===== config.mk =====
export PLATFORM = sky130hd
export DESIGN_NAME = dmem_arbiter
export DESIGN_NICKNAME = d
export VERILOG_FILES = /design/src/rtl/dmem_arbiter.sv
export SDC_FILE = /design/constraint.sdc
export NUM_CORES = 1
export LEC_CHECK = 0
export ABC_AREA = 1
export CORE_AREA = 2 2 97 99
export CTS_CLUSTER_DIAMETER = 150
export DETAILED_ROUTE_END_ITERATION = 16
export DIE_AREA = 0 0 99 101
export DONT_BUFFER_PORTS = 1
export HOLD_SLACK_MARGIN = 0.05
export SLEW_MARGIN = 40
export SYNTH_ARGS = -nofsm -noshare
export SYNTH_HDL_FRONTEND = slang
export SYNTH_SLANG_ARGS = --single-unit

===== constraint.sdc =====
create_clock -name clk -period 2.95 [get_ports clk]
set_clock_uncertainty 0.05 [all_clocks]
set_input_delay 0.4425 -clock clk [delete_from_list [all_inputs] [get_ports clk]]
set_output_delay 0.4425 -clock clk [all_outputs]
set_load 0.03 [all_outputs]

===== src/rtl/dmem_arbiter.sv =====
// Two-port arbiter in front of a single-port data RAM: accept, issue, complete.
// Define DMEM_ARB_FIXED_PRIO_EN to give port 1 (loader) fixed priority over port 0.
module dmem_arbiter #(
    parameter int ADDR_W = 14,
    parameter int DATA_W = 32
) (
    input  logic              clk,
    input  logic              rst,
    input  logic              req0,
    input  logic              we0,
    input  logic [31:0]       addr0,
    input  logic [DATA_W-1:0] wdata0,
    output logic              gnt0,
    output logic              done0,
    input  logic              req1,
    input  logic              we1,
    input  logic [31:0]       addr1,
    input  logic [DATA_W-1:0] wdata1,
    output logic              gnt1,
    output logic              done1,
    output logic [DATA_W-1:0] rdata,
    output logic              mem_we,
    output logic [ADDR_W-1:0] mem_addr,
    output logic [DATA_W-1:0] mem_din,
    input  logic [DATA_W-1:0] mem_dout
);

    localparam logic [1:0] S_IDLE  = 2'd0;
    localparam logic [1:0] S_ISSUE = 2'd1;
    localparam logic [1:0] S_WAIT  = 2'd2;

    logic [1:0]        r_state;
    logic              r_sel;
    logic              r_we;
    logic [ADDR_W-1:0] r_addr;
    logic [DATA_W-1:0] r_wdata;

    logic              w_sel;
    logic              w_any;
    logic              w_issue;
    logic              w_wait;
    logic              w_unused;

`ifdef DMEM_ARB_FIXED_PRIO_EN
    assign w_sel = req1;
`else
    logic r_last;

    // On contention the port that did not win last time takes the slot.
    assign w_sel = (req0 && req1) ? ~r_last : req1;

    always_ff @(posedge clk or posedge rst) begin
        if (rst) begin
            r_last <= 1'b1;
        end else if (r_state == S_IDLE && w_any) begin
            r_last <= w_sel;
        end
    end
`endif

    assign w_any    = req0 | req1;
    assign w_unused = ^{addr0[31:ADDR_W], addr1[31:ADDR_W]};

    always_ff @(posedge clk or posedge rst) begin
        if (rst) begin
            r_state <= S_IDLE;
            r_sel   <= 1'b0;
            r_we    <= 1'b0;
            r_addr  <= '0;
            r_wdata <= '0;
        end else begin
            case (r_state)
                S_IDLE: begin
                    if (w_any) begin
                        r_sel   <= w_sel;
                        r_we    <= w_sel ? we1 : we0;
                        r_addr  <= w_sel ? addr1[ADDR_W-1:0] : addr0[ADDR_W-1:0];
                        r_wdata <= w_sel ? wdata1 : wdata0;
                        r_state <= S_ISSUE;
                    end
                end
                S_ISSUE: r_state <= S_WAIT;
                S_WAIT:  r_state <= S_IDLE;
                default: r_state <= S_IDLE;
            endcase
        end
    end

    // Outputs decode straight from state so an async reset drops mem_we at once.
    assign w_issue  = (r_state == S_ISSUE);
    assign w_wait   = (r_state == S_WAIT);
    assign gnt0     = w_issue && !r_sel;
    assign gnt1     = w_issue &&  r_sel;
    assign done0    = w_wait  && !r_sel;
    assign done1    = w_wait  &&  r_sel;
    assign mem_we   = w_issue && r_we;
    assign mem_addr = r_addr;
    assign mem_din  = r_wdata;
    assign rdata    = (w_wait && !r_we) ? mem_dout : '0;

endmodule


### Word-level counts from Yosys, hierarchy flattened

Cells that the tools add are included.

| operators by class | value |
|---|---|
| reduce and logical (&&, ||, !) cells | 12 |
| bitwise gates (word level) | 2 |
| mux-type cells | 7 |
| equal/unequal tests | 3 |

Operator list:

| cell | count |
|---|---|
| two-way mux 32 bit | 2 |
| two-way mux 14 bit | 1 |
| logical AND 1 bit | 8 |
| one-hot mux 2 bit (2 select lines) | 1 |
| equality test 2 x 1 -> 1 bit, second input constant | 1 |
| equality test 2 bit, second input constant | 1 |
| logical NOT 1 bit | 2 |
| logical NOT 2 bit | 1 |
| two-way mux 1 bit | 2 |
| two-way mux 2 bit | 1 |
| != test 2 bit, second input constant | 1 |
| AND reduction 2 bit | 1 |
| inverter 1 bit | 1 |
| OR 1 bit | 1 |

| storage, ports and cells | value |
|---|---|
| output and inout bits | 83 |
| bits in registers | 51 |
| logic and storage cells | 30 |
| input bits | 166 |

### Logic depth before layout (Yosys ltp)

| logic depth | value |
|---|---|
| word-level depth | 3 |
| depth in mapped cells | 8 |

### Least setup slack after synthesis

No wires, ideal clock.

| timing | value |
|---|---|
| path type | register to output |
| start point | register r_state[0] |
| end point | output port rdata[10] |
| path buffers | 1 |
| path slack | 1242 ps |
| cell stages (with the launch flop) | 5 |
| arrival | 1215 ps |
| cell sequence | dfrtp_1 > inv_1 > nand3_1 > clkbuf_1 > nor2_1 |

| on the way | value |
|---|---|
| longest elaborated chain between the ends | 3 |

Ends and longest elaborated chain:

| item | RTL line | text |
|---|---|---|
| start, declared | 32 | `logic [1:0] r_state;` |
| start signal, assigned | 66 | `r_state <= S_IDLE;` |
| start signal, assigned | 79 | `r_state <= S_ISSUE;` |
| start signal, assigned | 82 | `S_ISSUE: r_state <= S_WAIT;` |
| equality test 2 bit | 91 | `assign w_wait = (r_state == S_WAIT);` |
| logical AND 1 bit | 99 | `assign rdata = (w_wait && !r_we) ? mem_dout : '0;` |
| two-way mux 32 bit | 99 |  |
| end, declared | 21 | `output logic [DATA_W-1:0] rdata,` |

Every way passes these cells.

### Worst setup path after layout

| timing | value |
|---|---|
| start point | register r_state[0] |
| end point | output port rdata[4] |

Same word-level chain as after synthesis.

==> run_results.csv <==
group,metric,value,unit
critical_path,reg2reg_depth,6,
power,vdd.ir_drop.worst,0.394,mV
timing,hold_violations,0,
outcome,status,"completed",
critical_path,cp-startpoint,"r_state[0]$_DFFE_PP0P_",
finish,n_antenna_cell,0,
timing,tns,0,ns
critical_path,r2r_start,"r_state[0]$_DFFE_PP0P_",
cts,root_buffer,"clkbuf_8",
drt,drc,0,
global_routing,grt_pass1_wl,13800,um
timing,min_period,1.99,ns
timing,setup_slack,0.960,ns
yosys,synth_area_per_cell,6.26,um2
critical_path,cp-start-kind,"flip-flop",
global_routing,antenna_found_initial,0,
timing,tightest_slew,0.668,ns
hold_path,hold_path.class,"in2async",
yosys,synth.area.top_cells,"dfrtp_1 (40%), nand2_1 (18%), inv_1 (16%)",
finish,instances_no_fill,622,
cts,cts-resized-gates,0,
cts,insertion_delay,0.30,ns
timing,fin_crit_sh,0.675,
yosys,yosys_warnings,0,
cts,cts_buffers,5,
yosys,synth_cells,496,
drt,first_pass_iters,4,
cts,clkTransAtPathRegs,0.10,ns
drt,vias_per_cell,4.84,
yosys,synth_top_area_cell,"dfrtp_1",
place,port_buffers,0,
drt,routedWlPerCell,14.2,um
yosys,synth-seq-area-share,0.412,
critical_path,r2r-end,"mem_addr[8]$_DFFE_PP0P_",
critical_path,crit_required,2.46,ns
cts,clockBufferDepth,2,
cts,cts_sinks,51,
timing,finalMaxSlewViolations,0,
finish,fin_nets,676,
floorplan,num_rows,35,
critical_path,path_max_fanout,32,
drt,ant_nets,0,
yosys,syn_area,0.00310,mm2
global_routing,grt_pass1_vias,2831,
finish,stdcell_area,0.00348,mm2
flow_run,cap_violations,0,
timing,hold_slack,0.0457,ns
yosys,ys_ff_latch,51,
critical_path,ff2ff_setup_slack,1.38,ns
floorplan,die_x,99,um
floorplan,ios,249,
cts,htree_levels,2,
global_routing,track_usage,0.173,
place,pre_cts_ws,1.27,ns
floorplan,core_area,0.00898,mm2
power,p_per_area,1070,mW/mm2
timing,relSlewSlack,0.555,
cts,cts_setup_buffers,0,
drt,wirelength,8830,um
place,finalWeightedCongestion,0.800,
timing,clock.fmax,503,MHz
global_routing,grt_overflow,0,
yosys,synth.distinct_cells,13,
drt,via_count,3012,
finish,drive_gt1_frac,0.0939,
power,leakagePower,2.26,nW
critical_path,crit_type,"reg2out",
cts,tritoncts,"yes",
place,dp_cells,614,
critical_path,arrival,1.50,ns
floorplan,die_area,0.0100,mm2
place,dp_hpwl,6220,um
timing,rsz0062_at_grt,"no",
floorplan,start_util,0.346,
timing,setup_viol,0,
cts,cts_hold_buf,0,
place,place_area,0.00339,mm2
floorplan,fp.dieH,101,um
finish,area_delta_synth_final,12.3,%
yosys,synth_top_area_frac,0.403,
drt,drtIter0Drc,94,
yosys,syn-num-nets,662,
global_routing,grt_max_degree,52,
critical_path,setup.worst_path.end_class,"primary output",
-- power breakdown --
| part | switching [mW] | internal [mW] | total, mW |
|---|---|---|---|
| Clock | 0.245 | 0.193 | 0.438 |
| Combinational | 0.928 | 0.407 | 1.34 |
| Sequential | 0.909 | 1.05 | 1.96 |
-- cells by family (layout without fill, tap and decap cells) --
kind of cell	Yosys count	count (layout)	synth area share
AOI/OAI and AO/OA	1	1	0.00161
buffers and inverters	161	176	0.204
DFF	51	51	0.412
and+or+nand+nor	283	283	0.382
-- synth_stat cells --
library cell    n
buf_2          15
buf_4           3
clkbuf_1       10
dfrtp_1        50
dfstp_2         1
inv_1         132
inv_2           1
nand2_1       147
nand3_1        95
nand4_1         1
nor2_1         39
nor2_2          1
o21ai_0         1
-- worst max-delay path, stage by stage (launching register included) --
cell     delay (ns)
dfrtp_1        0.37
inv_1          0.12
nand3_1        0.09
buf_4          0.23
nor2_1         0.18
buf_4          0.19
-- layout by cell type, fill, tap and decap left out, drive strengths merged --
cell,instances
nand2,147
o21ai,1
dfrtp,50
nand4,1
inv,133
buf,35
nand3,95
dfstp,1
clkbuf,7
clkinv,1
nor2,40
-- flip-flops by register name, summed over array words and instances, names as in the netlist --
| name | flops |
|---|---|
| r_sel | 1 |
| r_last | 1 |
| mem_din | 32 |
| r_we | 1 |
| mem_addr | 14 |
| r_state | 2 |
-- per-stage QoR --
stage / util / total power [mW]
after floorplan: - / 2.95
after global placement: 0.376 / 3.29
after detailed placement: 0.378 / 3.33
after CTS: 0.388 / 3.79
after global routing: 0.388 / 4.02
final: 0.388 / 3.73
-- how the worst max path moves through the flow --
stage / end / cells past startpoint
after floorplan: mem_addr[0]$_DFFE_PP0P_ / 1
after global placement: mem_addr[8]$_DFFE_PP0P_ / 5
after detailed placement: rdata[4] / 5
after CTS: rdata[4] / 5
after global routing: rdata[4] / 5
final: rdata[4] / 5
-- layout make-up --
cell class	instances	area [um2]
multi-input combinational	284	1210
clock buffer	7	86.3
inverter	133	504
clock inverter	1	8.76
tap	111	139
timing repair buffer	35	263
fill	972	5490
sequential	51	1280
-- per-layer routing --
metal / GRT usage / share of wire / wire, um / vias up
met5: 0 / 0 / 0 / -
met4: 0.0506 / 0.019 / 169 / 0
met3: 0.0499 / 0.084 / 739 / 9
met2: 0.321 / 0.51 / 4490 / 157
met1: 0.192 / 0.39 / 3440 / 1385
li1: - / - / - / 1461
Power figures use the tool's default switching activity.
